**config.mk**
```make
export PLATFORM = sky130hd
export DESIGN_NAME = nvdla_cvif_wr_sched_flat
export DESIGN_NICKNAME = d
export VERILOG_FILES = /design/src/rtl/nvdla_cvif_wr_sched_pkg.sv /design/src/rtl/nvdla_cvif_wr_sched_if.sv /design/src/rtl/nvdla_cvif_wr_sched_rr_pick.sv /design/src/rtl/nvdla_cvif_wr_sched.sv /design/src/flat_wrapper.sv
export SDC_FILE = /design/constraint.sdc
export NUM_CORES = 1
export LEC_CHECK = 0
export BUFFER_PORTS_ARGS = -buffer_cell sky130_fd_sc_hd__buf_2
export CAP_MARGIN = 20
export CORE_ASPECT_RATIO = 0.75
export CORE_MARGIN = 4
export CORE_UTILIZATION = 55
export DETAILED_ROUTE_END_ITERATION = 16
export HOLD_SLACK_MARGIN = 0.05
export PLACE_DENSITY = 0.79
export SYNTH_ARGS = -nofsm -noshare
export SYNTH_HDL_FRONTEND = slang
export SYNTH_SLANG_ARGS = --single-unit
```
**constraint.sdc**
```tcl
create_clock -name nvdla_core_clk -period 6 [get_ports nvdla_core_clk]
set_input_delay 0.9 -clock nvdla_core_clk [delete_from_list [all_inputs] [get_ports nvdla_core_clk]]
set_output_delay 0.9 -clock nvdla_core_clk [all_outputs]
set_load 0.01 [all_outputs]
```
**src/rtl/nvdla_cvif_wr_sched_pkg.sv**
```systemverilog
// Shared types, sizes and small helpers for the CVIF write-ingress scheduler.
package cvif_wr_sched_pkg;

    localparam int NUM_REQ  = 5;
    localparam int WEIGHT_W = 8;
    localparam int LEN_W    = 2;
    localparam int ID_W     = 3;
    localparam int OS_W     = 9;

    localparam logic [ID_W-1:0] BDMA = 3'd0;
    localparam logic [ID_W-1:0] SDP  = 3'd1;
    localparam logic [ID_W-1:0] PDP  = 3'd2;
    localparam logic [ID_W-1:0] CDP  = 3'd3;
    localparam logic [ID_W-1:0] RBK  = 3'd4;

    typedef enum logic [1:0] {
        IDLE = 2'd0,
        CMD  = 2'd1,
        DAT  = 2'd2
    } state_e;

    function automatic logic [OS_W-1:0] beats(input logic [LEN_W-1:0] len);
        return OS_W'(len) + OS_W'(1);
    endfunction

    function automatic logic [NUM_REQ-1:0] onehot(input logic [ID_W-1:0] idx);
        return {{(NUM_REQ-1){1'b0}}, 1'b1} << idx;
    endfunction

    // Client index k positions after base, wrapping at NUM_REQ.
    function automatic logic [ID_W-1:0] rot_idx(input logic [ID_W-1:0] base, input int k);
        int sum;
        sum = (int'(base) + k) % NUM_REQ;
        return ID_W'(sum);
    endfunction

endpackage

```
**src/rtl/nvdla_cvif_wr_sched_if.sv**
```systemverilog
// Command/data handshake bundle between the write clients, the scheduler and the splitter.
interface nvdla_cvif_wr_sched_if;
    import cvif_wr_sched_pkg::*;

    logic [NUM_REQ-1:0]       req_valid;
    logic [NUM_REQ*LEN_W-1:0] req_len;
    logic [NUM_REQ-1:0]       req_ready;
    logic [NUM_REQ-1:0]       dat_valid;
    logic [NUM_REQ-1:0]       dat_ready;
    logic                     gnt_vld;
    logic                     gnt_rdy;
    logic [ID_W-1:0]          gnt_id;
    logic [LEN_W-1:0]         gnt_len;
    logic [ID_W-1:0]          dat_sel;
    logic                     dat_out_vld;
    logic                     dat_out_rdy;
    logic                     dat_out_last;
    logic                     eg2ig_axi_vld;
    logic [LEN_W-1:0]         eg2ig_axi_len;

    modport master (
        input  req_valid, req_len, dat_valid, gnt_rdy, dat_out_rdy, eg2ig_axi_vld, eg2ig_axi_len,
        output req_ready, dat_ready, gnt_vld, gnt_id, gnt_len, dat_sel, dat_out_vld, dat_out_last
    );

    modport slave (
        output req_valid, req_len, dat_valid, gnt_rdy, dat_out_rdy, eg2ig_axi_vld, eg2ig_axi_len,
        input  req_ready, dat_ready, gnt_vld, gnt_id, gnt_len, dat_sel, dat_out_vld, dat_out_last
    );

endinterface

```
**src/rtl/nvdla_cvif_wr_sched_rr_pick.sv**
```systemverilog
// Rotating-priority picker: first asserted request strictly after last_win, wrapping around.
module cvif_wr_rr_pick
    import cvif_wr_sched_pkg::*;
(
    input  logic [NUM_REQ-1:0] elig,
    input  logic [ID_W-1:0]    last_win,
    output logic [NUM_REQ-1:0] win_oh,
    output logic [ID_W-1:0]    win_idx,
    output logic               found
);

    // Scan from the client after last_win; the previous winner itself is checked last.
    always_comb begin
        win_oh  = '0;
        win_idx = '0;
        found   = 1'b0;
        for (int k = 1; k <= NUM_REQ; k++) begin
            if (!found && elig[rot_idx(last_win, k)]) begin
                win_oh[rot_idx(last_win, k)] = 1'b1;
                win_idx                      = rot_idx(last_win, k);
                found                        = 1'b1;
            end else begin
                found = found;
            end
        end
    end

endmodule

```
**src/rtl/nvdla_cvif_wr_sched.sv**
```systemverilog
// Weighted round-robin issue scheduler for the five CVIF write clients, with
// burst data-path locking and an outstanding-beat budget fed by completion returns.
module nvdla_cvif_wr_sched
    import cvif_wr_sched_pkg::*;
(
    input  logic                        nvdla_core_clk,
    input  logic                        nvdla_core_rst,
    input  logic [NUM_REQ*WEIGHT_W-1:0] reg2dp_wr_weight,
    input  logic [7:0]                  reg2dp_wr_os_cnt,
    output logic                        os_err,
    nvdla_cvif_wr_sched_if.master       bus
);

    state_e              state_r, state_nxt_s;
    logic [WEIGHT_W-1:0] credit_r [NUM_REQ];
    logic [OS_W-1:0]     os_used_r, os_nxt_s, os_inc_s;
    logic [OS_W:0]       os_sum_s, os_dec_s;
    logic                os_uflow_s, os_err_r;
    logic [ID_W-1:0]     last_win_r, gnt_id_r, dat_sel_r, pick_idx_s;
    logic [LEN_W-1:0]    gnt_len_r, beat_cnt_r, pick_len_s;
    logic [LEN_W-1:0]    len_s [NUM_REQ];
    logic [NUM_REQ-1:0]  vfit_s, elig_s, cr_oh_s, rl_oh_s, pick_oh_s;
    logic [ID_W-1:0]     cr_idx_s, rl_idx_s;
    logic                cr_found_s, rl_found_s, pick_s, reload_s;
    logic                cmd_hs_s, beat_hs_s, last_beat_s;

    // A client is eligible when valid, its burst fits the budget (N+1 beats) and it has credit.
    always_comb begin
        vfit_s = '0;
        elig_s = '0;
        for (int i = 0; i < NUM_REQ; i++) begin
            len_s[i]  = bus.req_len[i*LEN_W +: LEN_W];
            vfit_s[i] = bus.req_valid[i] &&
                        ((os_used_r + beats(len_s[i])) <= ({1'b0, reg2dp_wr_os_cnt} + OS_W'(1)));
            elig_s[i] = vfit_s[i] && (credit_r[i] != '0);
        end
    end

    cvif_wr_rr_pick u_pick_credit (
        .elig     (elig_s),
        .last_win (last_win_r),
        .win_oh   (cr_oh_s),
        .win_idx  (cr_idx_s),
        .found    (cr_found_s)
    );

    cvif_wr_rr_pick u_pick_reload (
        .elig     (vfit_s),
        .last_win (last_win_r),
        .win_oh   (rl_oh_s),
        .win_idx  (rl_idx_s),
        .found    (rl_found_s)
    );

    assign cmd_hs_s    = (state_r == CMD) && bus.gnt_rdy;
    assign beat_hs_s   = bus.dat_out_vld && bus.dat_out_rdy;
    assign last_beat_s = beat_hs_s && (beat_cnt_r == gnt_len_r);

    // Next state; when nobody fitting holds credit, reload and pick ignoring credit.
    always_comb begin
        state_nxt_s = state_r;
        pick_s      = 1'b0;
        reload_s    = 1'b0;
        pick_idx_s  = gnt_id_r;
        pick_oh_s   = '0;
        case (state_r)
            IDLE: begin
                if (cr_found_s) begin
                    pick_s      = 1'b1;
                    pick_idx_s  = cr_idx_s;
                    pick_oh_s   = cr_oh_s;
                    state_nxt_s = CMD;
                end else if (rl_found_s) begin
                    pick_s      = 1'b1;
                    reload_s    = 1'b1;
                    pick_idx_s  = rl_idx_s;
                    pick_oh_s   = rl_oh_s;
                    state_nxt_s = CMD;
                end else begin
                    state_nxt_s = IDLE;
                end
            end
            CMD: begin
                if (cmd_hs_s) begin
                    state_nxt_s = DAT;
                end else begin
                    state_nxt_s = CMD;
                end
            end
            DAT: begin
                if (last_beat_s) begin
                    state_nxt_s = IDLE;
                end else begin
                    state_nxt_s = DAT;
                end
            end
            default: state_nxt_s = IDLE;
        endcase
    end

    // Length of the picked client, selected by its one-hot.
    always_comb begin
        pick_len_s = '0;
        for (int i = 0; i < NUM_REQ; i++) begin
            pick_len_s = pick_len_s | (pick_oh_s[i] ? len_s[i] : {LEN_W{1'b0}});
        end
    end

    // Outstanding beats: add the issue, subtract the return, clamp at zero on underflow.
    always_comb begin
        os_inc_s = cmd_hs_s ? beats(gnt_len_r) : '0;
        os_sum_s = {1'b0, os_used_r} + {1'b0, os_inc_s};
        os_dec_s = bus.eg2ig_axi_vld ? {1'b0, beats(bus.eg2ig_axi_len)} : '0;
        if (os_dec_s > os_sum_s) begin
            os_nxt_s   = '0;
            os_uflow_s = 1'b1;
        end else begin
            os_nxt_s   = OS_W'(os_sum_s - os_dec_s);
            os_uflow_s = 1'b0;
        end
    end

    // FSM state, grant, lock and beat registers.
    always_ff @(posedge nvdla_core_clk or posedge nvdla_core_rst) begin
        if (nvdla_core_rst) begin
            state_r    <= IDLE;
            gnt_id_r   <= '0;
            gnt_len_r  <= '0;
            last_win_r <= ID_W'(NUM_REQ - 1);
            dat_sel_r  <= '0;
            beat_cnt_r <= '0;
            os_used_r  <= '0;
            os_err_r   <= 1'b0;
        end else begin
            state_r   <= state_nxt_s;
            os_used_r <= os_nxt_s;
            os_err_r  <= os_err_r | os_uflow_s;
            if (pick_s) begin
                gnt_id_r  <= pick_idx_s;
                gnt_len_r <= pick_len_s;
            end
            if (cmd_hs_s) begin
                last_win_r <= gnt_id_r;
                dat_sel_r  <= gnt_id_r;
                beat_cnt_r <= '0;
            end else if (beat_hs_s) begin
                beat_cnt_r <= beat_cnt_r + LEN_W'(1);
            end
        end
    end

    // Per-client credits: bulk reload from the weights, saturating decrement on grant.
    always_ff @(posedge nvdla_core_clk or posedge nvdla_core_rst) begin
        if (nvdla_core_rst) begin
            for (int i = 0; i < NUM_REQ; i++) begin
                credit_r[i] <= '0;
            end
        end else begin
            for (int i = 0; i < NUM_REQ; i++) begin
                if (reload_s) begin
                    credit_r[i] <= reg2dp_wr_weight[i*WEIGHT_W +: WEIGHT_W];
                end else if (cmd_hs_s && (gnt_id_r == ID_W'(i)) && (credit_r[i] != '0)) begin
                    credit_r[i] <= credit_r[i] - WEIGHT_W'(1);
                end
            end
        end
    end

    assign bus.gnt_vld      = (state_r == CMD);
    assign bus.gnt_id       = gnt_id_r;
    assign bus.gnt_len      = gnt_len_r;
    assign bus.req_ready    = cmd_hs_s ? onehot(gnt_id_r) : '0;
    assign bus.dat_ready    = ((state_r == DAT) && bus.dat_out_rdy) ? onehot(gnt_id_r) : '0;
    assign bus.dat_sel      = dat_sel_r;
    assign bus.dat_out_vld  = (state_r == DAT) && bus.dat_valid[gnt_id_r];
    assign bus.dat_out_last = (state_r == DAT) && (beat_cnt_r == gnt_len_r);
    assign os_err           = os_err_r;

endmodule

```
**src/flat_wrapper.sv**
```systemverilog
// flat-port wrapper written by rule: the top's interface ports become plain ports
module nvdla_cvif_wr_sched_flat import cvif_wr_sched_pkg::*;
  (nvdla_core_clk, nvdla_core_rst, reg2dp_wr_weight, reg2dp_wr_os_cnt, os_err, bus_req_valid, bus_req_len, bus_dat_valid, bus_gnt_rdy, bus_dat_out_rdy, bus_eg2ig_axi_vld, bus_eg2ig_axi_len, bus_req_ready, bus_dat_ready, bus_gnt_vld, bus_gnt_id, bus_gnt_len, bus_dat_sel, bus_dat_out_vld, bus_dat_out_last);
  nvdla_cvif_wr_sched_if bus_i ();
  input  logic nvdla_core_clk;
  input  logic nvdla_core_rst;
  input  logic [NUM_REQ*WEIGHT_W-1:0] reg2dp_wr_weight;
  input  logic [7:0] reg2dp_wr_os_cnt;
  output logic os_err;
  input wire logic [$bits(bus_i.req_valid)-1:0] bus_req_valid;
  input wire logic [$bits(bus_i.req_len)-1:0] bus_req_len;
  input wire logic [$bits(bus_i.dat_valid)-1:0] bus_dat_valid;
  input wire logic [$bits(bus_i.gnt_rdy)-1:0] bus_gnt_rdy;
  input wire logic [$bits(bus_i.dat_out_rdy)-1:0] bus_dat_out_rdy;
  input wire logic [$bits(bus_i.eg2ig_axi_vld)-1:0] bus_eg2ig_axi_vld;
  input wire logic [$bits(bus_i.eg2ig_axi_len)-1:0] bus_eg2ig_axi_len;
  output wire logic [$bits(bus_i.req_ready)-1:0] bus_req_ready;
  output wire logic [$bits(bus_i.dat_ready)-1:0] bus_dat_ready;
  output wire logic [$bits(bus_i.gnt_vld)-1:0] bus_gnt_vld;
  output wire logic [$bits(bus_i.gnt_id)-1:0] bus_gnt_id;
  output wire logic [$bits(bus_i.gnt_len)-1:0] bus_gnt_len;
  output wire logic [$bits(bus_i.dat_sel)-1:0] bus_dat_sel;
  output wire logic [$bits(bus_i.dat_out_vld)-1:0] bus_dat_out_vld;
  output wire logic [$bits(bus_i.dat_out_last)-1:0] bus_dat_out_last;
  assign bus_i.req_valid = bus_req_valid;
  assign bus_i.req_len = bus_req_len;
  assign bus_i.dat_valid = bus_dat_valid;
  assign bus_i.gnt_rdy = bus_gnt_rdy;
  assign bus_i.dat_out_rdy = bus_dat_out_rdy;
  assign bus_i.eg2ig_axi_vld = bus_eg2ig_axi_vld;
  assign bus_i.eg2ig_axi_len = bus_eg2ig_axi_len;
  assign bus_req_ready = bus_i.req_ready;
  assign bus_dat_ready = bus_i.dat_ready;
  assign bus_gnt_vld = bus_i.gnt_vld;
  assign bus_gnt_id = bus_i.gnt_id;
  assign bus_gnt_len = bus_i.gnt_len;
  assign bus_dat_sel = bus_i.dat_sel;
  assign bus_dat_out_vld = bus_i.dat_out_vld;
  assign bus_dat_out_last = bus_i.dat_out_last;
  nvdla_cvif_wr_sched u_core (.nvdla_core_clk(nvdla_core_clk), .nvdla_core_rst(nvdla_core_rst), .reg2dp_wr_weight(reg2dp_wr_weight), .reg2dp_wr_os_cnt(reg2dp_wr_os_cnt), .os_err(os_err), .bus(bus_i));
endmodule
```
==> impl_metrics.json <==
{
  "netlist_top_cells_area": "dfrtp_1 18%, ha_1 16%, nand2_1 5.3%, xnor2_1 4.9%, nor2_1 4.3%",
  "synth_edf_count": 0,
  "required_ps": 6200,
  "setup_viol": 0,
  "htree_levels": 3,
  "vias_per_cell": 6.14,
  "antenna_found_initial": 1,
  "drtIter0Drc": 792,
  "die_w_um": 153,
  "synthArstFlopShare_pct": 100,
  "worstSetupPathType": "in -> reg",
  "crit_chain": "buf_2 > ha_1 > fa_1 > a21oi_2 > nand2b_1 > xnor2_1 > ha_1 > nand2_1 > a211oi_1 > o221ai_1 > a221o_1 > a32oi_1 > and4_1 > nand3_2 > or4_4 > nor2_4 > buf_12 > a21oi_1 > o21ai_0 > o211ai_1",
  "gp_congestion": 1.07,
  "cp_top_family": "compound AO/OA/AOI/OAI gates",
  "wl_per_cell_um": 18.7,
  "hold_viol_final": 0,
  "die-area_um2": 17900,
  "groute.usage.overall_pct": 29.8,
  "final_cells": 1444,
  "first_pass_iters": 5,
  "fin_worst_skew_ps": 4.97,
  "ant_nets": 0,
  "finalCritPeriodShare_pct": 96.9,
  "synth_most_common_cell": "nand2_1",
  "drc": 0,
  "rsz0062_at_grt": "no",
  "io_pins": 97,
  "dpl.cell_count": 1426,
  "hp-class": "reg -> reg",
  "maxSlewHeadroom_pct": 31.3,
  "fmax_mhz": 172,
  "ys_ff_latch": 63,
  "fin_crit_ps": 5820,
  "cts_tree": "done",
  "dp_hpwl_mm": 21.8,
  "area_delta_synth_final_pct": 15.4,
  "grt-ovfl-total": 0,
  "dpl_cell_area_um2": 9700,
  "io_buffers": 96,
  "cts.sinks": 63,
  "synth_commonest_cells": "122 x nand2_1, 112 x ha_1, 100 x nor2_1, 71 x o21ai_0, 63 x a21oi_1",
  "cts_root_buffer": "clkbuf_16",
  "ys_seq_area_share_pct": 18.1,
  "syn-num-nets": 1301,
  "synth_ff_type": "dfrtp_1",
  "syn_inst": 1107,
  "path_max_fanout": 67,
  "initial_utilization_pct": 56.6,
  "antenna-diode-count": 0,
  "cpMostUsedCell": "ha_1",
  "worst_pin_slew_ps": 1020,
  "ys_types": 96,
  "start_kind": "input pin",
  "core-area_um2": 15400,
  "clk_pin_slew_ps": 60,
  "crit_slowest_cell": "or4_4",
  "die_y_um": 117,
  "clock_latency_ps": 330,
  "rows": 39,
  "yosysTopAreaCell": "dfrtp_1",
  "hold_buffers": 0,
  "critPathMaxStageDelay_ps": 650,
  "timing.final.max_slew_violations": 0,
  "numCtsBuffers": 9,
  "crit_buf_inv": 2,
  "clockBufferDepth": 2,
  "finalWirelength_mm": 27.0,
  "max_cap_viol_count": 0,
  "final_nets": 1428,
  "synth_top_area_share_pct": 17.8,
  "drive_above_1_share_pct": 17.5,
  "final_util_pct": 65.4,
  "dr_total_vias": 8870,
  "grt_pass1_wl_mm": 43.2,
  "status": "completed",
  "syn_avg_cell_area_um2": 7.86,
  "grt_max_degree": 68,
  "arrival_ps": 6020,
  "yosysWarnings": 0,
  "stdcell_area_um2": 10000,
  "grt_pass1_vias": 8281,
  "worst_setup_path_end_kind": "flip-flop",
  "whs_ps": 461,
  "synth_area_um2": 8700
}
[area by class of cell]
class / instances / area (µm²)
multi-input combinational: 950 / 6750
fill: 1364 / 5320
sequential: 63 / 1580
timing repair buffer: 155 / 936
tap: 205 / 256
clock buffer: 9 / 225
inverter: 55 / 206
clock inverter: 7 / 97.6
[through the flow]
stage | setup slack [ps] | setup TNS [ps]
after CTS | 99.6 | 0
final | 184 | 0
after global routing | 23.3 | 0
after detailed placement | -202 | -1850
after floorplan | 194 | 0
after global placement | -182 | -1590
[cell families after synthesis]
logic type,Yosys count,share of synthesized area [%]
AOI/OAI and AO/OA,287,22.9
xor gates and xnor gates,92,9.43
adders and majority gates,119,17.7
buffers and inverters,94,4.50
DFF,63,18.1
muxes,17,2.33
and+or+nand+nor,435,25.0
[per-layer routing]
metal	up-vias	track usage (%)	wire (µm)
met4	2	5.99	366
met2	400	43.8	10900
met5	-	0	12
li1	4283	-	-
met1	4144	44.8	12800
met3	41	6.95	2820
[state kept, by name, indices dropped and copies added, names as in the netlist]
register            cells
u_core.credit_r        40
u_core.bus.gnt_len      2
u_core.beat_cnt_r       2
u_core.state_r          2
u_core.os_err           1
u_core.bus.gnt_id       3
u_core.os_used_r        9
u_core.last_win_r       1
u_core.bus.dat_sel      3
[cell usage in the layout, fill, tap and decap left out, types with 6 or more instances in the layout]
cell       netlist  routed
nand2_1        122     122
ha_1           112     112
nor2_1         100     100
buf_2           10      96
o21ai_0         71      71
dfrtp_1         62      62
a21oi_1         63      61
buf_4            5      58
inv_1           52      51
xnor2_1         49      49
xor2_1          41      41
nor3_1          33      33
nand3_1         30      30
nand2b_1        23      23
nor2b_1         18      18
o211ai_1        18      18
a21o_1          16      16
and3_1          15      15
nand4_1         15      15
mux2i_1         12      12
and2_1          11      11
nor3b_1         11      11
or3_1           11      11
o21a_1          10      10
a221o_1         10      10
a211oi_1         9       9
clkbuf_16        0       9
o31ai_1          8       8
nor4_1           8       8
a31oi_1          7       7
or2_2            7       7
fa_1             7       7
nor4b_1          6       6
[final timing paths]
| kind | startpoint | to | slack (ps) | depth (start not counted) |
|---|---|---|---|---|
| max | bus_req_len[4] | u_core.credit_r[13]$_DFFE_PP0P_ | 180 | 20 |
| min | u_core.os_err$_DFF_PP0_ | u_core.os_err$_DFF_PP0_ | 460 | 1 |
| max reg2reg | u_core.last_win_r[2]$_DFFE_PP1P_ | u_core.bus.gnt_len[1]$_DFFE_PP0P_ | 390 | 17 |
| min reg2reg | u_core.os_err$_DFF_PP0_ | u_core.os_err$_DFF_PP0_ | 460 | 1 |
| max in group asynchronous | nvdla_core_rst | u_core.bus.gnt_id[1]$_DFFE_PP0P_ | 4660 | 3 |
| min in group asynchronous | nvdla_core_rst | u_core.os_used_r[3]$_DFF_PP0_ | 790 | 3 |
[worst reg2reg max path: stages (launching register included)]
cell and delay, ps:
dfstp_2 740, inv_1 150, ha_1 330, o31ai_1 290, xnor2_1 200, ha_1 310
nand4b_1 150, nand2_1 70, a311oi_1 830, nand2_1 270, o2111ai_1 390, or2_0 380
o21ai_0 190, a21boi_0 320, o22ai_1 140, and3_1 190, a221o_1 260, o32a_1 290
[timing repair]
| item | 4_1_cts | 5_1_grt |
|---|---|---|
| buffers inserted | 0 | 2 |
| setup endpoints to repair | 0 | 12 |
| resized for setup | 0 | 4 |
Power is left out: the tool's default activity adds up to more than one toggle a clock period on the data nets, which glitch-free logic cannot reach.
